[src/rtl/pixel_color_pipe.sv]
// pixel_color_pipe: 3-stage pixel classifier producing ball/paddle/background RGB
module pixel_color_pipe #(
  parameter int XW = 11,
  parameter int YW = 10,
  parameter int CW = 4,
  parameter int PAD_Y0 = 390,
  parameter int PAD_Y1 = 405,
  parameter int FLASH_FRAMES = 8
) (
  input  logic          iCLK,
  input  logic          iRST_n,
  input  logic          iPIX_VALID,
  input  logic          iFRAME_START,
  input  logic [XW-1:0] iVGA_X,
  input  logic [YW-1:0] iVGA_Y,
  input  logic [XW-1:0] iBALL_X,
  input  logic [YW-1:0] iBALL_Y,
  input  logic [7:0]    iBALL_S,
  input  logic [XW-1:0] iBLOCK_X1,
  input  logic [XW-1:0] iBLOCK_X2,
  input  logic [1:0]    iDISPLAY_MODE,
  input  logic          iHIT,
  output logic [CW-1:0] oVGA_R,
  output logic [CW-1:0] oVGA_G,
  output logic [CW-1:0] oVGA_B,
  output logic          oPIX_VALID
);
  localparam int SQX = 2 * (XW + 1);
  localparam int SQY = 2 * (YW + 1);
  localparam int SW = (SQX > SQY ? SQX : SQY) + 1;
  localparam int CMPW = SW > 16 ? SW : 16;
  localparam logic [YW:0] padTop = (YW + 1)'(PAD_Y0);
  localparam logic [YW:0] padBot = (YW + 1)'(PAD_Y1);
  localparam logic [7:0] flashLoad = 8'(FLASH_FRAMES);
  localparam logic [CW-1:0] full = '1;
  localparam logic [CW-1:0] none = '0;

  logic signed [XW:0] dxNext, s1Dx;
  logic signed [YW:0] dyNext, s1Dy;
  logic [15:0] r2Next, s1R2, s2R2;
  logic padNext, s1Pad, s1Valid, s2Pad, s2Valid;
  logic [XW:0] absDx;
  logic [YW:0] absDy;
  logic [SQX-1:0] dxSqNext, s2DxSq;
  logic [SQY-1:0] dySqNext, s2DySq;
  logic [SW-1:0] distSq;
  logic isBall;
  logic [1:0] mode;
  logic [7:0] flashCnt;
  logic [3*CW-1:0] bgRgb, rgbNext;

  assign dxNext = $signed({1'b0, iVGA_X}) - $signed({1'b0, iBALL_X});
  assign dyNext = $signed({1'b0, iVGA_Y}) - $signed({1'b0, iBALL_Y});
  assign r2Next = {8'd0, iBALL_S} * {8'd0, iBALL_S};
  assign padNext = iBLOCK_X1 <= iVGA_X && iVGA_X <= iBLOCK_X2 &&
                   {1'b0, iVGA_Y} > padTop && {1'b0, iVGA_Y} < padBot;

  // Squaring the magnitude avoids signed-multiply width surprises
  assign absDx = s1Dx[XW] ? $unsigned(-s1Dx) : $unsigned(s1Dx);
  assign absDy = s1Dy[YW] ? $unsigned(-s1Dy) : $unsigned(s1Dy);
  assign dxSqNext = {{(XW + 1){1'b0}}, absDx} * {{(XW + 1){1'b0}}, absDx};
  assign dySqNext = {{(YW + 1){1'b0}}, absDy} * {{(YW + 1){1'b0}}, absDy};

  assign distSq = SW'(s2DxSq) + SW'(s2DySq);
  assign isBall = CMPW'(distSq) <= CMPW'(s2R2);

  // Colour select: ball over paddle over background, blank when not valid
  always_comb begin
    bgRgb = mode == 2'b11 ? {none, full, full} :
            mode == 2'b10 ? {full, none, full} :
            mode == 2'b01 ? {full, full, none} : {full, none, none};
    rgbNext = !s2Valid ? '0 :
              isBall ? {full, full, full} :
              s2Pad ? (flashCnt != 8'd0 ? {full, full, full} : {none, none, full}) : bgRgb;
  end

  // Stage 1: signed offsets from ball centre, radius squared, paddle hit-box
  always_ff @(posedge iCLK or negedge iRST_n) begin
    if (!iRST_n) begin
      s1Dx <= '0;
      s1Dy <= '0;
      s1R2 <= '0;
      s1Pad <= 1'b0;
      s1Valid <= 1'b0;
    end else begin
      s1Dx <= dxNext;
      s1Dy <= dyNext;
      s1R2 <= r2Next;
      s1Pad <= padNext;
      s1Valid <= iPIX_VALID;
    end
  end

  // Stage 2: squared offsets, forward radius, paddle flag and valid
  always_ff @(posedge iCLK or negedge iRST_n) begin
    if (!iRST_n) begin
      s2DxSq <= '0;
      s2DySq <= '0;
      s2R2 <= '0;
      s2Pad <= 1'b0;
      s2Valid <= 1'b0;
    end else begin
      s2DxSq <= dxSqNext;
      s2DySq <= dySqNext;
      s2R2 <= s1R2;
      s2Pad <= s1Pad;
      s2Valid <= s1Valid;
    end
  end

  // Stage 3: registered colour outputs
  always_ff @(posedge iCLK or negedge iRST_n) begin
    if (!iRST_n) begin
      {oVGA_R, oVGA_G, oVGA_B} <= '0;
      oPIX_VALID <= 1'b0;
    end else begin
      {oVGA_R, oVGA_G, oVGA_B} <= rgbNext;
      oPIX_VALID <= s2Valid;
    end
  end

  // Background mode only changes at frame start so a frame never tears
  always_ff @(posedge iCLK or negedge iRST_n) begin
    if (!iRST_n) mode <= 2'b00;
    else if (iFRAME_START) mode <= iDISPLAY_MODE;
  end

  // Paddle flash: hit reloads, each frame start counts down to zero
  always_ff @(posedge iCLK or negedge iRST_n) begin
    if (!iRST_n) flashCnt <= '0;
    else if (iHIT) flashCnt <= flashLoad;
    else if (iFRAME_START && flashCnt != 8'd0) flashCnt <= flashCnt - 8'd1;
  end
endmodule

[config.mk]
export PLATFORM = sky130hd
export DESIGN_NAME = pixel_color_pipe
export DESIGN_NICKNAME = d
export VERILOG_FILES = /design/src/rtl/pixel_color_pipe.sv
export SDC_FILE = /design/constraint.sdc
export NUM_CORES = 1
export LEC_CHECK = 0
export BUFFER_PORTS_ARGS = -buffer_cell sky130_fd_sc_hd__clkbuf_2
export CORE_ASPECT_RATIO = 1.2
export CORE_MARGIN = 1
export CORE_UTILIZATION = 57
export DETAILED_ROUTE_END_ITERATION = 8
export GPL_TIMING_DRIVEN = 0
export PLACE_DENSITY_LB_ADDON = 0.08
export SYNTH_ARGS = -nofsm -noshare
export SYNTH_HDL_FRONTEND = slang
export SYNTH_SLANG_ARGS = --single-unit
[constraint.sdc]
create_clock -name iCLK -period 6 [get_ports iCLK]
set_input_delay 0.3 -clock iCLK [delete_from_list [all_inputs] [get_ports iCLK]]
set_output_delay 0.3 -clock iCLK [all_outputs]
set_load 0.01 [all_outputs]
==> out/results.ini <==
[status]
status=complete, but fails checks
violations=negative setup slack

[cells_and_area]
fin_nets=2325
syn_to_final_growth_pct=22.5
multi_input_area_sq_um=11600
regArea_sq_um=2890
post_route_cells_drive_above_1_share_pct=22.4
fillerInstances=1963
n_antenna_cell=0
post-route-util_pct=71.5

[grt]
grt_max_degree=116
gr-total-overflow=0
track_usage_pct=26.2
grt_pass1_vias=12164
grt_pass1_wl_microns=55700
antenna_found_initial=0

[clocking]
clk_path_buf_depth=2
clk_pin_slew_ns=0.06
cts-root-buf=clkbuf_16
cts_sinks=115
cts_buffers=17
cts_tree=done
htree_levels=4
clk_latency_ns=0.43

[placed_design]
io_buffers=89
gp_congestion=0.879
dpl.hpwl_microns=25000
pre_cts_ws_ns=-1.09

[hold_path]
hold_path_depth=2
hold_path.class=in -> reg

[setup_path]
reg2reg_depth=25
crit_fanout=5
path_class=reg -> reg
cp.arrival_ns=6.75
cp-end-kind=flop
cp_data_required_time_ns=6.34
startpoint_type=flop

[route]
wire_per_inst_microns=15.1
routed_wl_microns=33200
vias=11495
drc=0
drt-initial-drc-count=416
vias_per_cell=5.23
ant_nets=0
first_pass_iters=5

[job]
cap_violations=0

[synthesis]
async_reset_ff_share_pct=100
synth_area_leaders=fa_1 23%, dfrtp_1 19%, ha_1 18%
synth-edff-count=0
ys_warn_count=0
avgSynthCellArea_sq_um=9.13
synth_cells=1637
yosys_register_bits=115
yosys_most_used_dff=dfrtp_1
seq_area_frac_synth_pct=19.3
yosysTopAreaCell=fa_1
syn_area_sq_um=14900
yosysTopAreaCellShare_pct=23.0
synthTopCellsByCount=357 x inv_1, 219 x ha_1, 172 x fa_1, 137 x nor2_1, 115 x dfrtp_1
synth_most_common_cell=inv_1
ys_types=70

[timing]
finalMaxSlewViolations=0
skew_ns=0.0111
period_share_pct=107
fmax_mhz=156
slew_headroom_pct=59.1
setup-tns-final_ns=-1.20
rsz0062_at_grt=true
fin_crit_ns=6.41
final-hold-violation-count=0
worstMarginPinSlew_ns=0.613
setup_viol=6
fin_ws_ns=-0.411

[floorplan]
pin_count=92
core_area_sq_um=25600
die_w_microns=150
initial_core_util_pct=58.3
die_h_microns=179
rows=64
die_area_sq_um=26900

## layout by cell type (no fill, tap or decap), types with 9 or more instances in the layout
cell	n
nor3_1	13
a211oi_1	11
and2_1	18
inv_1	332
nand4_1	9
xor2_1	23
nand2_1	90
dfrtp_2	9
buf_4	90
conb_1	19
a21oi_2	12
a21oi_1	46
clkbuf_2	89
clkbuf_16	17
clkbuf_1	12
nand2_2	11
o21ai_0	31
nor2_2	11
dfrtp_1	106
nor2_4	14
ha_1	203
inv_2	30
fa_1	164
ha_4	14
a21o_1	23
o21ai_1	17
nor2_1	113
xnor2_1	61
nor2b_1	16
o21a_1	26
nand3_1	11
nand2b_1	14
## timing repair
action	in CTS	in global routing
setup buffers	63	30
hold buffers	2	0
pin swaps	91	63
setup endpoints to repair	23	20
hold endpoints to repair	68	0
resized for setup	124	68
## per-layer routing
metal | routed length [microns] | up-vias | global-route usage (%)
li1 | - | 5644 | -
met1 | 14200 | 5564 | 33.8
met2 | 16800 | 226 | 44.7
met3 | 1290 | 61 | 3.86
met4 | 869 | 0 | 8.57
met5 | 0 | - | 0
## critical path, stage by stage, from the launching register on
cell,delay (ns)
dfrtp_2,0.49
clkinv_4,0.08
ha_4,0.15
nand2_4,0.06
o31ai_4,0.34
xnor2_4,0.17
buf_4,0.18
nand2_1,0.14
inv_1,0.07
fa_1,0.40
fa_1,0.44
fa_1,0.52
fa_1,0.57
inv_2,0.04
fa_1,0.50
inv_2,0.05
ha_4,0.21
a21o_1,0.16
or3_4,0.35
o211ai_4,0.24
a31oi_4,0.12
a41o_1,0.22
o41a_1,0.39
a21o_1,0.18
a21oi_2,0.13
xnor2_1,0.12
## stage by stage
step	area [sq um]	hold WS (ns)	std cells
2_1_floorplan	15200	0.00441	1654
3_3_place_gp	16100	0.332	2073
3_5_place_dp	16100	0.335	2074
4_1_cts	17900	0.107	2171
5_1_grt	18300	0.116	2198
6_report	18300	0.120	2198
## cell type report
type | count | area share [%]
Clock buffer | 17 | 2.32
Sequential cell | 115 | 15.8
Timing Repair Buffer | 182 | 6.76
Buffer | 26 | 0.806
Clock inverter | 15 | 0.997
Multi-Input combinational cell | 1144 | 63.4
Tap cell | 330 | 2.25
Inverter | 369 | 7.69
## worst paths after layout
check,start,end,slack (ns)
min,iDISPLAY_MODE[0],mode[0],0.12
max,s1Dx[0],s2DxSq[23],-0.41
min reg2reg,s1R2[11],s2R2[11],0.35
max in group asynchronous,iRST_n,s1Dy[0],5.01
max reg2reg,s1Dx[0],s2DxSq[23],-0.41
min in group asynchronous,iRST_n,oPIX_VALID,0.49
## cells by family after synthesis
family          count (synthesis)  synth area share (%)
compound gates                242                  10.6
xor+xnor                      104                  6.09
fa+ha+maj                     391                  41.4
buf+inv                       395                  10.2
flops                         115                  19.3
mux                             9                 0.644
other cells                     2                0.0502
simple gates                  379                  11.8
## flip-flops by register name, indices dropped and copies added (netlist names)
signal / count
s1R2: 15
s2R2: 15
s1Pad: 1
s1Valid: 1
s1Dx: 12
oVGA_G: 1
s2DySq: 21
flashCnt: 8
s1Dy: 11
oVGA_R: 1
oVGA_B: 1
s2Pad: 1
oPIX_VALID: 1
mode: 2
s2Valid: 1
s2DxSq: 23
Power is not shown: default switching activity piles up to over one toggle a cycle in this logic, so the estimate is an artifact.
